## src/rtl/store_buffer_pkg.sv

```systemverilog
// Shared types for the MEM-stage store buffer.
// Holds store encodings, the full-word byte-enable mask and the entry layout.
package store_buffer_pkg;

    // Store width encodings used by the writeback/store hop.
    typedef enum logic [1:0] {
        WB_WORD = 2'b00,
        WB_BYTE = 2'b01
    } wbhop_e;

    localparam logic [3:0] BE_WORD = 4'b1111;

    // One buffered store; the address is kept at word granularity.
    typedef struct packed {
        logic        valid;
        logic [31:0] pc;
        logic [29:0] waddr;
        logic [31:0] data;
        logic [3:0]  be;
    } sb_entry_t;

endpackage

```

## src/rtl/store_buffer_match.sv

```systemverilog
// Youngest-match selector for store buffer load lookups.
// Ports: valid/addr/be vectors and tail in; hit, index, coverage, conflict out.
module sb_match #(
    parameter int DEPTH = 4,
    parameter int PW    = $clog2(DEPTH)
) (
    input  logic [DEPTH-1:0]       valid_i,
    input  logic [DEPTH-1:0][29:0] addr_i,
    input  logic [DEPTH-1:0][3:0]  be_i,
    input  logic [PW-1:0]          tail_i,
    input  logic [29:0]            ld_addr_i,
    input  logic [3:0]             ld_be_i,
    output logic                   hit_o,
    output logic [PW-1:0]          idx_o,
    output logic                   cov_o,
    output logic                   conflict_o
);

    logic [PW-1:0] j;

    // Walk from oldest (tail - DEPTH) to youngest (tail - 1);
    // the last match seen is therefore the youngest one.
    always_comb begin
        hit_o = 1'b0;
        idx_o = '0;
        j     = '0;
        for (int k = DEPTH; k >= 1; k--) begin
            j = tail_i - PW'(k);
            if (valid_i[j] && (addr_i[j] == ld_addr_i)) begin
                hit_o = 1'b1;
                idx_o = j;
            end
        end
    end

    assign cov_o      = hit_o && ((be_i[idx_o] & ld_be_i) == ld_be_i);
    assign conflict_o = hit_o && !cov_o;

endmodule

```

## src/rtl/store_buffer.sv

```systemverilog
// FIFO store buffer between EX/MEM and the data memory write port.
// Ports: store in (st_*), load lookup (ld_*), DM write out (dm_*), flags.
module store_buffer
    import store_buffer_pkg::*;
#(
    parameter int DEPTH = 4
) (
    input  logic        clk,
    input  logic        reset,
    input  logic        st_valid,
    input  logic [31:0] st_pc,
    input  logic [31:0] st_addr,
    input  logic [31:0] st_data,
    input  logic [3:0]  st_be,
    output logic        st_ready,
    input  logic        ld_valid,
    input  logic [31:0] ld_addr,
    input  logic [3:0]  ld_be,
    output logic        ld_hit,
    output logic [31:0] ld_data,
    output logic        ld_stall,
    input  logic        dm_busy,
    output logic        dm_we,
    output logic [31:0] dm_pc,
    output logic [31:0] dm_addr,
    output logic [31:0] dm_wd,
    output logic [3:0]  dm_be,
    output logic        empty,
    output logic        full
);

    localparam int PW = $clog2(DEPTH);

    sb_entry_t [DEPTH-1:0] entry_q, entry_d;
    logic [PW-1:0] head_q, head_d;
    logic [PW-1:0] tail_q, tail_d;
    logic [PW:0]   count_q, count_d;

    logic push, pop;
    logic ld_act;
    logic unused_addr_lsb;

    logic [DEPTH-1:0]       v_vec;
    logic [DEPTH-1:0][29:0] a_vec;
    logic [DEPTH-1:0][3:0]  b_vec;
    logic                   m_hit, m_cov, m_conf;
    logic [PW-1:0]          m_idx;

    assign unused_addr_lsb = ^{st_addr[1:0], ld_addr[1:0], m_hit};

    assign empty = (count_q == '0);
    assign full  = (count_q == (PW+1)'(DEPTH));

    // Gated by reset so pending entries never reach DM on the reset edge.
    assign dm_we    = reset && !empty && !dm_busy;
    assign st_ready = !full || dm_we;
    assign push     = st_valid && st_ready;
    assign pop      = dm_we;

    assign dm_pc   = entry_q[head_q].pc;
    assign dm_addr = {entry_q[head_q].waddr, 2'b00};
    assign dm_wd   = entry_q[head_q].data;
    assign dm_be   = entry_q[head_q].be;

    always_comb begin
        for (int i = 0; i < DEPTH; i++) begin
            v_vec[i] = entry_q[i].valid;
            a_vec[i] = entry_q[i].waddr;
            b_vec[i] = entry_q[i].be;
        end
    end

    sb_match #(
        .DEPTH (DEPTH),
        .PW    (PW)
    ) u_match (
        .valid_i    (v_vec),
        .addr_i     (a_vec),
        .be_i       (b_vec),
        .tail_i     (tail_q),
        .ld_addr_i  (ld_addr[31:2]),
        .ld_be_i    (ld_be),
        .hit_o      (m_hit),
        .idx_o      (m_idx),
        .cov_o      (m_cov),
        .conflict_o (m_conf)
    );

    // A store presented alongside a load wins; the load result is masked.
    assign ld_act   = ld_valid && !st_valid;
    assign ld_hit   = ld_act && m_cov;
    assign ld_data  = ld_hit ? entry_q[m_idx].data : 32'h0;
    assign ld_stall = (st_valid && !st_ready) || (ld_act && m_conf);

    always_comb begin
        entry_d = entry_q;
        head_d  = head_q;
        tail_d  = tail_q;
        count_d = count_q;
        // Clear before set: on a full push+pop head equals tail.
        if (pop) begin
            entry_d[head_q].valid = 1'b0;
            head_d = head_q + PW'(1);
        end
        if (push) begin
            entry_d[tail_q].valid = 1'b1;
            entry_d[tail_q].pc    = st_pc;
            entry_d[tail_q].waddr = st_addr[31:2];
            entry_d[tail_q].data  = st_data;
            entry_d[tail_q].be    = st_be;
            tail_d = tail_q + PW'(1);
        end
        unique case ({push, pop})
            2'b10:   count_d = count_q + (PW+1)'(1);
            2'b01:   count_d = count_q - (PW+1)'(1);
            default: count_d = count_q;
        endcase
    end

    always_ff @(posedge clk) begin
        if (!reset) begin
            entry_q <= '0;
            head_q  <= '0;
            tail_q  <= '0;
            count_q <= '0;
        end else begin
            entry_q <= entry_d;
            head_q  <= head_d;
            tail_q  <= tail_d;
            count_q <= count_d;
        end
    end

endmodule

```

## config.mk

```make
export PLATFORM = sky130hd
export DESIGN_NAME = store_buffer
export DESIGN_NICKNAME = d
export VERILOG_FILES = /design/src/rtl/store_buffer_pkg.sv /design/src/rtl/store_buffer_match.sv /design/src/rtl/store_buffer.sv
export SDC_FILE = /design/constraint.sdc
export NUM_CORES = 1
export LEC_CHECK = 0
export BUFFER_PORTS_ARGS = -buffer_cell sky130_fd_sc_hd__buf_2
export CAP_MARGIN = 30
export CORE_MARGIN = 4
export CORE_UTILIZATION = 35
export DETAILED_ROUTE_END_ITERATION = 16
export PLACE_DENSITY = 0.63
export SKIP_LAST_GASP = 1
export SLEW_MARGIN = 10
export SYNTH_ARGS = -nofsm -noshare
export SYNTH_HDL_FRONTEND = slang
export SYNTH_SLANG_ARGS = --single-unit
```

## constraint.sdc

```tcl
create_clock -name clk -period 11.9 [get_ports clk]
set_input_delay 1.785 -clock clk [delete_from_list [all_inputs] [get_ports clk]]
set_output_delay 1.785 -clock clk [all_outputs]
set_load 0.02 [all_outputs]
```

==> summary.md, run 1 <==
| Metric | Value |
|---|---|
| Run status | completed |
| Global routing's busiest layer | met2 |
| Total die area | 71100 sq um |
| Final Max Slew Viols | 0 |
| Die height | 267 microns |
| Setup Slack @ Placement | 3.14 ns |
| Setup crit end kind | output port |
| Flop pwr share | 40.3% |
| Total CTS buffers | 48 |
| Register-to-register setup slack | 8.53 ns |
| Crit path DAT | 7.64 ns |
| HPWL after DPL | 54000 microns |
| Worst Hold Depth | 2 |
| Root buffer cell | clkbuf_16 |
| Layout area overhead | 13.9% |
| IO Port Bufs | 272 |
| Slew headroom | 24.6% |
| Warnings from Yosys | 0 |
| Final WL | 84000 microns |
| Clock share of power | 38.0% |
| IO Count | 279 |
| Met2 Usage GRT | 38.5% |
| Yosys reg bits | 403 |
| NetSw | 0.00120 W |
| CTS max path bufs | 3 |
| Initial Util | 35.5% |
| Synth unique cells | 83 |
| Worst path buffer plus inverter count | 4 |
| Int Power | 0.00254 W |
| Clock slew at reported path FFs | 0.06 ns |
| Final-report setup violation count | 0 |
| Largest net degree at the start of global routing | 205 |
| RSZ-0062 raised after global routing | false |
| GRT met3 Usage | 5.37% |
| Filler cells | 6652 |
| Vias | 20763 |
| Most common cell after layout, fill and taps aside | nand2_1 |
| Type of origin of the critical path | flip-flop |
| GPL Wtd Cong | 1.03 |
| Critical-path top delay cell | and2_2 |
| Crit Reg-Reg Endpoint | entry_q[292]$_SDFFE_PN0P_ |
| Hold path endpoint | entry_q[194]$_SDFFE_PN0P_ |
| Crit-path leading delay family | simple AND/OR/NAND/NOR gates |
| Final setup margin | 2.47 ns |
| CTS Sinks | 403 |
| Num rows | 94 |
| Worst EP required | 10.12 ns |
| Cells after Synth | 2767 |
| Proportion of layout cells with a drive suffix above 1 | 18.2% |
| Drt drc | 0 |
| Drt first pass iters | 5 |
| Setup_tns | 0 ns |
| FF-to-FF Start | tail_q[0]$_SDFFE_PN0P_ |
| CP Cell Sequence | inv_2 > ha_1 > buf_4 > mux4_2 > xnor2_1 > nand4_1 > nand4bb_1 > a211oi_1 > nand3_1 > a32oi_1 > and2_2 > mux2i_1 > mux2i_1 > nor3_4 > buf_4 > and3_1 > buf_2 |
| Stages on worst setup path | 17 |
| DR vias/cell | 5.48 |
| Combinational Power Share | 21.7% |
| Hold Path Origin | entry_q[194]$_SDFFE_PN0P_ |
| Number of global-route vias before repair | 20312 |
| Synth async-reset ratio | 0% |
| Slowest stage delay, CP | 0.88 ns |
| Core area | 66000 sq um |
| Met1 GRT Util | 28.7% |
| Post-cts resize count | 0 |
| Commonest cells after routing, fill and taps aside | 946 x nand2_1, 399 x dfxtp_1, 396 x a21boi_0, 272 x buf_2, 125 x mux4_2 |
| Min Tclk post-route | 9.43 ns |
| VDD IR max | 0.0968 mV |
| H-tree depth reported by CTS | 2 |
| Routed WL per cell | 22.2 microns |
| Period utilisation layout | 79.2% |
| Clk_lat worst skew | 0.59 ns |
| Post-DRT Antenna Nets | 0 |
| Net Sw Frac | 32.0% |
| Fmax | 0.106 GHz |
| Setup CP Type | reg -> out |
| Skew final | 0.0199 ns |
| Worst hold path type | reg -> reg |
| Hold Fails Final Rpt | 0 |
| Number of flops mapped to enable cells by yosys | 0 |
| Worst R2R Path Depth | 6 |
| Post-CTS Setup Bufs | 0 |
| Mapped Avg Cell Area | 8.46 sq um |
| Worst-Margin Slew | 1.13 ns |
| Sequential share of the synthesized area | 34.5% |
| CTS tree | built |
| Max-cap violations | 0 |
| First-pass GRT wire length | 126000 microns |
| Main flop type after synthesis | dfxtp_1 |
| GRT Overall Usage | 22.8% |
| Mapped Area | 23400 sq um |
| Nets@finish | 3032 |
| Drt initial violations | 1592 |
| Die width | 267 microns |
| Remaining global-route overflow | 0 |
| Hold buffer count at cts | 0 |
| Initial antenna violation count | 21 |
| Power density cells | 140 nW/um^2 |
| Leak pwr | 9.34 nW |
| CP Max Fanout | 53 |
logic make-up (layout without fill, tap and decap cells):
family                   count (synthesis)  in the layout  synth area share [%]
AND/OR/NAND/NOR                       1189           1189                  21.1
AO/OA/AOI/OAI                          553            553                  17.8
flip-flops                             403            403                  34.5
buffers and inverters                  259            401                  4.88
multiplexers                           247            247                  17.3
XOR/XNOR                               105            105                  3.93
adder cells (fa/ha/maj)                 10             10                 0.566
other                                    1             17                0.0160
flip-flops by register name, summed over array words and instances, names as in the netlist:
register / count
tail_q: 2
b_vec: 16
head_q: 2
entry_q: 260
count_q: 3
a_vec: 120
layout make-up:
type | instances | area, sq um | area share, %
inverter | 23 | 86.3 | 0.324
antenna | 15 | 37.5 | 0.141
sequential | 403 | 8080 | 30.3
timing repair buffer | 299 | 1640 | 6.16
clock buffer | 64 | 1350 | 5.07
multi-input combinational | 2106 | 14300 | 53.5
tap | 864 | 1080 | 4.05
clock inverter | 15 | 134 | 0.502
synth_stat cells (all sizes together), types with 3 or more instances:
master     n  area [sq um]
a211oi    12          95.1
nor4b      3          26.3
nor4      16           113
a222oi     3          30.0
o211ai    15           118
a22o       3          26.3
a21oi     18          90.1
o22ai     15          93.8
a2bb2oi    3          26.3
a2111oi    7          80.1
mux2i    115          1150
clkbuf   169           634
o21ai     23           119
a221oi     3          26.3
and2      12          75.1
a31oi      7          43.8
mux2       7          82.6
xnor2     85           744
ha         9           113
mux4     125          2820
nand4      9          56.3
a21boi   397          2990
nand2    951          3570
nand3     75           375
a22oi      3          22.5
inv       22          82.6
nor2b      7          43.8
and3      42           263
nor3      17          96.4
or3        7          43.8
nor4bb     3          30.0
a32oi      4          35.0
dfxtp    403          8070
xor2      20           175
nand2b     7          43.8
o22a       3          26.3
nor2      30           113
o2bb2ai   10          87.6
buf       67           422
tightest hold or removal path, cell delays in order, from the launching register on:
cell and delay (ns):
dfxtp_1 0.30, nand2_1 0.04, a21boi_0 0.06
power groups by stage:
stage | registers, W | logic (W) | clock network, W
3_5_place_dp | 0.00153 | 0.000805 | 0
4_1_cts | 0.00150 | 0.000808 | 0.00146
6_report | 0.00150 | 0.000810 | 0.00142
5_1_grt | 0.00151 | 0.000866 | 0.00151
3_3_place_gp | 0.00153 | 0.000797 | 0
2_1_floorplan | 0.00148 | 0.000574 | 0
worst max-delay path by stage:
| stage | endpoint | from |
|---|---|---|
| finish | ld_data[15] | tail_q[0]$_SDFFE_PN0P_ |
| global placement | ld_data[15] | tail_q[0]$_SDFFE_PN0P_ |
| floorplan | ld_data[22] | ld_addr[9] |
| CTS | ld_data[15] | tail_q[0]$_SDFFE_PN0P_ |
| global route | ld_data[15] | tail_q[0]$_SDFFE_PN0P_ |
| detailed placement | ld_data[15] | tail_q[0]$_SDFFE_PN0P_ |
through the flow:
stage / hold slack (ns) / std cells / total power, W / util (%) / cell area [sq um]
after floorplan: 0.440 / 2768 / 0.00206 / - / 23400
after global placement: 0.450 / 3690 / 0.00233 / 38.0 / 25000
after detailed placement: 0.456 / 3694 / 0.00234 / 38.1 / 25100
after CTS: 0.464 / 3773 / 0.00377 / 40.3 / 26600
after global routing: 0.481 / 3781 / 0.00389 / 40.4 / 26700
final: 0.460 / 3789 / 0.00373 / 40.4 / 26700
metal layers:
layer	part of all wire [%]	vias up
li1	-	9821
met1	41	10098
met2	48	683
met3	7.7	151
met4	3.1	10
met5	0.091	-
(Power assumes the default switching activity.)
==> run 2, diff against run 1 <==
==> constraint.sdc (replaced) <==
create_clock -name clk -period 9.8 [get_ports clk]
set_input_delay 1.47 -clock clk [delete_from_list [all_inputs] [get_ports clk]]
set_output_delay 1.47 -clock clk [all_outputs]
set_load 0.02 [all_outputs]
==> summary.md, run 2 (same netlist as run 1, synthesis figures left out) <==
| Metric | Value |
|---|---|
| Total die area | 71100 sq um |
| Total CTS buffers | 49 |
| Final-report setup violation count | 0 |
| HPWL after DPL | 54000 microns |
| Worst Hold Depth | 2 |
| Drt first pass iters | 5 |
| Die height | 267 microns |
| Largest net degree at the start of global routing | 224 |
| Worst-Margin Slew | 1.14 ns |
| GPL Wtd Cong | 1.02 |
| Type of origin of the critical path | flip-flop |
| Leak pwr | 9.40 nW |
| Max-cap violations | 0 |
| Post-cts resize count | 0 |
| CTS Sinks | 403 |
| Root buffer cell | clkbuf_16 |
| Layout area overhead | 14.5% |
| Fmax | 0.110 GHz |
| Register Area | 8080 sq um |
| Setup CP Type | reg -> out |
| GRT Overall Usage | 22.9% |
| Clk_lat worst skew | 0.62 ns |
| Post-DP Area | 25100 sq um |
| Final WL | 83600 microns |
| Remaining global-route overflow | 0 |
| Final Max Slew Viols | 0 |
| Die width | 267 microns |
| Most common cell after layout, fill and taps aside | nand2_1 |
| Setup_tns | 0 ns |
| Register-to-register setup slack | 6.65 ns |
| Num rows | 94 |
| Skew final | 0.0268 ns |
| Core area | 66000 sq um |
| Worst hold path type | reg -> reg |
| Clock slew at reported path FFs | 0.06 ns |
| Setup crit end kind | output port |
| Area of the multi-input gates | 14300 sq um |
| Drt initial violations | 1673 |
| H-tree depth reported by CTS | 2 |
| CTS max path bufs | 3 |
| CTS tree | built |
| Nets@finish | 3030 |
| Hold buffer count at cts | 0 |
| Crit path DAT | 7.59 ns |
| RSZ-0062 raised after global routing | false |
| Slew headroom | 23.8% |
| Min Tclk post-route | 9.06 ns |
| Worst EP required | 8.33 ns |
| Run status | completed |
| Max reg flops | 260 |
| Initial Util | 35.5% |
| Vias | 20847 |
| Top reg by flops | entry_q |
| Initial antenna violation count | 16 |
| Hold Fails Final Rpt | 0 |
| DR vias/cell | 5.49 |
| Post-CTS Setup Bufs | 0 |
| Power density cells | 174 nW/um^2 |
| Post-DRT Antenna Nets | 0 |
| IO Count | 279 |
| CP Max Fanout | 46 |
| Filler cells | 6603 |
| Routed WL per cell | 22.0 microns |
| First-pass GRT wire length | 127000 microns |
| Proportion of layout cells with a drive suffix above 1 | 18.3% |
| Finished layout cell area | 26800 sq um |
| Worst R2R Path Depth | 6 |
| Commonest cells after routing, fill and taps aside | 946 x nand2_1, 399 x dfxtp_1, 396 x a21boi_0, 271 x buf_2, 125 x mux4_2 |
| Period utilisation layout | 92.5% |
| VDD IR max | 0.117 mV |
| IO Port Bufs | 272 |
| Drt drc | 0 |
| Number of global-route vias before repair | 20492 |
==> run 2: cell types whose count changed in the layout (fill, tap and decap cells not counted), moves of 2 or more <==
cell,delta
clkinv_16,+2
clkbuf_16,+2
clkinv_4,+3
clkinv_2,+2
clkbuf_1,+4
diode_2,-3
clkbuf_8,+2
==> run 2: final cells by class <==
| cell class | count | share of cell area, % |
|---|---|---|
| clock buffers | 72 | 5.39 |
| inverters | 23 | 0.322 |
| flip-flops and latches | 403 | 30.1 |
| repair buffers | 296 | 5.98 |
| multi-input cells | 2106 | 53.2 |
| clock inverters | 19 | 0.808 |
| diodes | 12 | 0.112 |
| well taps | 864 | 4.03 |
==> run 2: worst max-delay path, stage by stage (launching register included) <==
cell and delay [ns]:
dfxtp_4 0.81, inv_2 0.27, ha_1 0.95, buf_4 0.40
mux4_2 0.54, xnor2_1 0.28, and2_1 0.17, nand4bb_1 0.10
a211oi_1 0.72, nand2_1 0.24, o211ai_1 0.34, a21boi_4 0.71
a2111o_1 0.24, o311ai_2 0.13, nor3_4 0.16, buf_4 0.42
and3_1 0.28, buf_2 0.18
==> run 2: per-layer routing <==
layer | track usage (%) | up-vias | share of wire (%)
met4 | 7.58 | 8 | 2.9
met2 | 38.1 | 741 | 47
li1 | - | 9811 | -
met1 | 29.5 | 10126 | 42
met5 | 0 | - | 0.063
met3 | 5.35 | 161 | 7.7
==> run 2: metrics by stage <==
step           utilization, %  instances  worst slack (ns)  hold WS [ns]  total power (W)
5_1_grt                  40.6       3788             0.179         0.480          0.00485
6_report                 40.6       3795             0.738         0.461          0.00466
3_5_place_dp             38.0       3691              1.49         0.455          0.00283
3_3_place_gp             38.0       3690              1.50         0.448          0.00282
4_1_cts                  40.5       3782             0.812         0.463          0.00470
2_1_floorplan               -       2768              3.60         0.440          0.00250
==> run 2: worst paths after layout <==
kind                                           startpoint                   endpoint
worst max-delay path               tail_q[0]$_SDFFE_PN0P_                ld_data[15]
worst max register to register     tail_q[1]$_SDFFE_PN0P_  entry_q[114]$_SDFFE_PN0P_
worst min register to register  entry_q[166]$_SDFFE_PN0P_  entry_q[166]$_SDFFE_PN0P_
worst min-delay path            entry_q[166]$_SDFFE_PN0P_  entry_q[166]$_SDFFE_PN0P_
==> run 2: power by group <==
part | total, W | internal [W] | switching, W | leakage (nW)
Clock | 0.00186 | 0.00108 | 0.000780 | 0.816
Sequential | 0.00183 | 0.00172 | 0.000106 | 3.27
Combinational | 0.000973 | 0.000364 | 0.000608 | 5.31
==> run 3, diff against run 2 <==
--- a/config.mk
+++ b/config.mk
@@ -8,9 +8,10 @@
 export BUFFER_PORTS_ARGS = -buffer_cell sky130_fd_sc_hd__buf_2
 export CAP_MARGIN = 30
 export CORE_MARGIN = 4
-export CORE_UTILIZATION = 35
+export CORE_UTILIZATION = 30
+export CTS_CLUSTER_DIAMETER = 200
 export DETAILED_ROUTE_END_ITERATION = 16
-export PLACE_DENSITY = 0.63
+export PLACE_DENSITY = 0.57
 export SKIP_LAST_GASP = 1
 export SLEW_MARGIN = 10
 export SYNTH_ARGS = -nofsm -noshare
==> summary.md, run 3 (same netlist as run 1, synthesis figures left out) <==
| Metric | Value |
|---|---|
| Run status | completed |
| Worst EP required | 8.33 ns |
| Setup_tns | 0 ns |
| Post-DRT Antenna Nets | 0 |
| RSZ-0062 raised after global routing | false |
| Max reg flops | 260 |
| First-pass GRT wire length | 129000 microns |
| CP Cell Sequence | inv_2 > ha_1 > buf_4 > mux4_2 > xnor2_1 > nand4_1 > nand4bb_1 > a211oi_1 > nand3_1 > a32oi_1 > and2_2 > buf_4 > o211ai_1 > o211ai_2 > nor3_4 > buf_4 > and3_1 > buf_2 |
| Setup CP Type | reg -> out |
| IO Count | 279 |
| Hold Path Origin | entry_q[185]$_SDFFE_PN0P_ |
| Skew final | 0.0276 ns |
| H-tree depth reported by CTS | 2 |
| CTS tree | built |
| Worst Hold Depth | 2 |
| GPL Wtd Cong | 1.01 |
| Drt drc | 0 |
| Period utilisation layout | 91.8% |
| DR vias/cell | 5.23 |
| Clk_lat worst skew | 0.61 ns |
| Slew headroom | 32.8% |
| IO Port Bufs | 272 |
| GRT Overall Usage | 20.2% |
| Hold buffer count at cts | 0 |
| Worst hold path type | reg -> reg |
| Initial antenna violation count | 17 |
| Power density cells | 176 nW/um^2 |
| HPWL after DPL | 55600 microns |
| Commonest cells after routing, fill and taps aside | 946 x nand2_1, 399 x dfxtp_1, 396 x a21boi_0, 271 x buf_2, 125 x mux4_2 |
| Max-cap violations | 0 |
| Total die area | 82600 sq um |
| Core area | 77500 sq um |
| Setup crit end kind | output port |
| Routed WL per cell | 21.7 microns |
| Drt first pass iters | 6 |
| CTS max path bufs | 3 |
| Hold path endpoint | entry_q[185]$_SDFFE_PN0P_ |
| Filler cells | 8102 |
| Layout area overhead | 16.1% |
| Fmax | 0.111 GHz |
| Total CTS buffers | 51 |
| Die width | 287 microns |
| Drt initial violations | 1499 |
| CP Max Fanout | 33 |
| Clock slew at reported path FFs | 0.06 ns |
| Type of origin of the critical path | flip-flop |
| Num rows | 102 |
| Crit Reg-Reg Endpoint | entry_q[304]$_SDFFE_PN0P_ |
| Register Area | 8080 sq um |
| Critical-path top delay cell | ha_1 |
| Largest net degree at the start of global routing | 153 |
| VDD IR max | 0.117 mV |
| Final WL | 86400 microns |
| Crit path DAT | 7.52 ns |
| Register-to-register setup slack | 6.63 ns |
| Area of the multi-input gates | 14300 sq um |
| CP dominant cell by count | buf_4 |
| CTS Sinks | 403 |
| Final-report setup violation count | 0 |
| Worst R2R Path Depth | 8 |
| Root buffer cell | clkbuf_16 |
| Most common cell after layout, fill and taps aside | nand2_1 |
| Remaining global-route overflow | 0 |
| Post-CTS Setup Bufs | 0 |
| Leak pwr | 9.48 nW |
| Top reg by flops | entry_q |
| Worst-Margin Slew | 1.01 ns |
| Number of global-route vias before repair | 20001 |
| Proportion of layout cells with a drive suffix above 1 | 18.5% |
| FF-to-FF Start | count_q[0]$_SDFFE_PN0P_ |
| Initial Util | 30.2% |
| Vias | 20788 |
| Min Tclk post-route | 8.99 ns |
| Die height | 287 microns |
| Post-cts resize count | 0 |
| Hold Fails Final Rpt | 0 |
| Util after Layout | 35.1% |
| Slowest stage delay, CP | 1.00 ns |
| Nets@finish | 3038 |
| Final Max Slew Viols | 0 |
## run 3: cell count changes in the layout (fill, tap and decap cells not counted), moves of 2 or more
cell	before	now
buf_16	2	4
buf_4	21	26
bufinv_16	2	5
clkinv_2	9	7
clkbuf_16	50	52
diode_2	12	10
clkinv_4	3	0
clkbuf_8	11	9
## run 3: area by class of cell
| class | count | share of cell area [%] |
|---|---|---|
| diodes | 10 | 0.0920 |
| clock buffers | 73 | 5.41 |
| clock inverters | 20 | 1.04 |
| inverters | 23 | 0.318 |
| multi-input cells | 2106 | 52.5 |
| flip-flops and latches | 403 | 29.7 |
| well taps | 1040 | 4.79 |
| repair buffers | 302 | 6.17 |
## run 3: worst max path at each step
| stage | from | to | slack (ns) | cells after the start |
|---|---|---|---|---|
| final | tail_q[0]$_SDFFE_PN0P_ | ld_data[29] | 0.81 | 18 |
| after global routing | tail_q[0]$_SDFFE_PN0P_ | ld_data[26] | 0.46 | 18 |
| after CTS | tail_q[0]$_SDFFE_PN0P_ | ld_data[26] | 0.91 | 17 |
| after detailed placement | tail_q[0]$_SDFFE_PN0P_ | ld_data[26] | 1.56 | 18 |
| after global placement | tail_q[0]$_SDFFE_PN0P_ | ld_data[26] | 1.63 | 17 |
| after floorplan | tail_q[0]$_SDFFE_PN0P_ | ld_data[22] | 3.60 | 21 |
## run 3: stage by stage
stage | area (sq um) | worst slack (ns) | instances | total power, W | hold slack (ns)
floorplan | 23400 | 3.60 | 2768 | 0.00250 | 0.440
CTS | 27100 | 0.905 | 3964 | 0.00484 | 0.465
finish | 27200 | 0.807 | 3977 | 0.00479 | 0.462
global placement | 25300 | 1.63 | 3870 | 0.00283 | 0.449
global route | 27200 | 0.461 | 3970 | 0.00499 | 0.479
detailed placement | 25300 | 1.56 | 3871 | 0.00284 | 0.457
## run 3: critical path, delay by kind of cell, from the launching register on
family                   cells  cell delay [ns]
multiplexers                 1             0.55
XOR/XNOR                     1             0.25
flip-flops                   1             0.63
adder cells (fa/ha/maj)      1             1.00
buffers and inverters        5             1.45
AO/OA/AOI/OAI                4             1.63
AND/OR/NAND/NOR              6             1.32
## run 3: power breakdown
| part | internal (W) | leakage, nW | switching (W) |
|---|---|---|---|
| Combinational | 0.000369 | 5.35 | 0.000631 |
| Clock | 0.00118 | 0.857 | 0.000799 |
| Sequential | 0.00172 | 3.27 | 0.0000911 |
| Total | 0.00327 | 9.48 | 0.00152 |
## run 3: routing by layer
| metal | track usage, % | part of all wire [%] | up-vias |
|---|---|---|---|
| met5 | 0 | 0.10 | - |
| met2 | 33.6 | 47 | 742 |
| met4 | 6.64 | 3.4 | 14 |
| met1 | 25.9 | 42 | 10020 |
| met3 | 4.46 | 7.5 | 189 |
| li1 | - | - | 9823 |
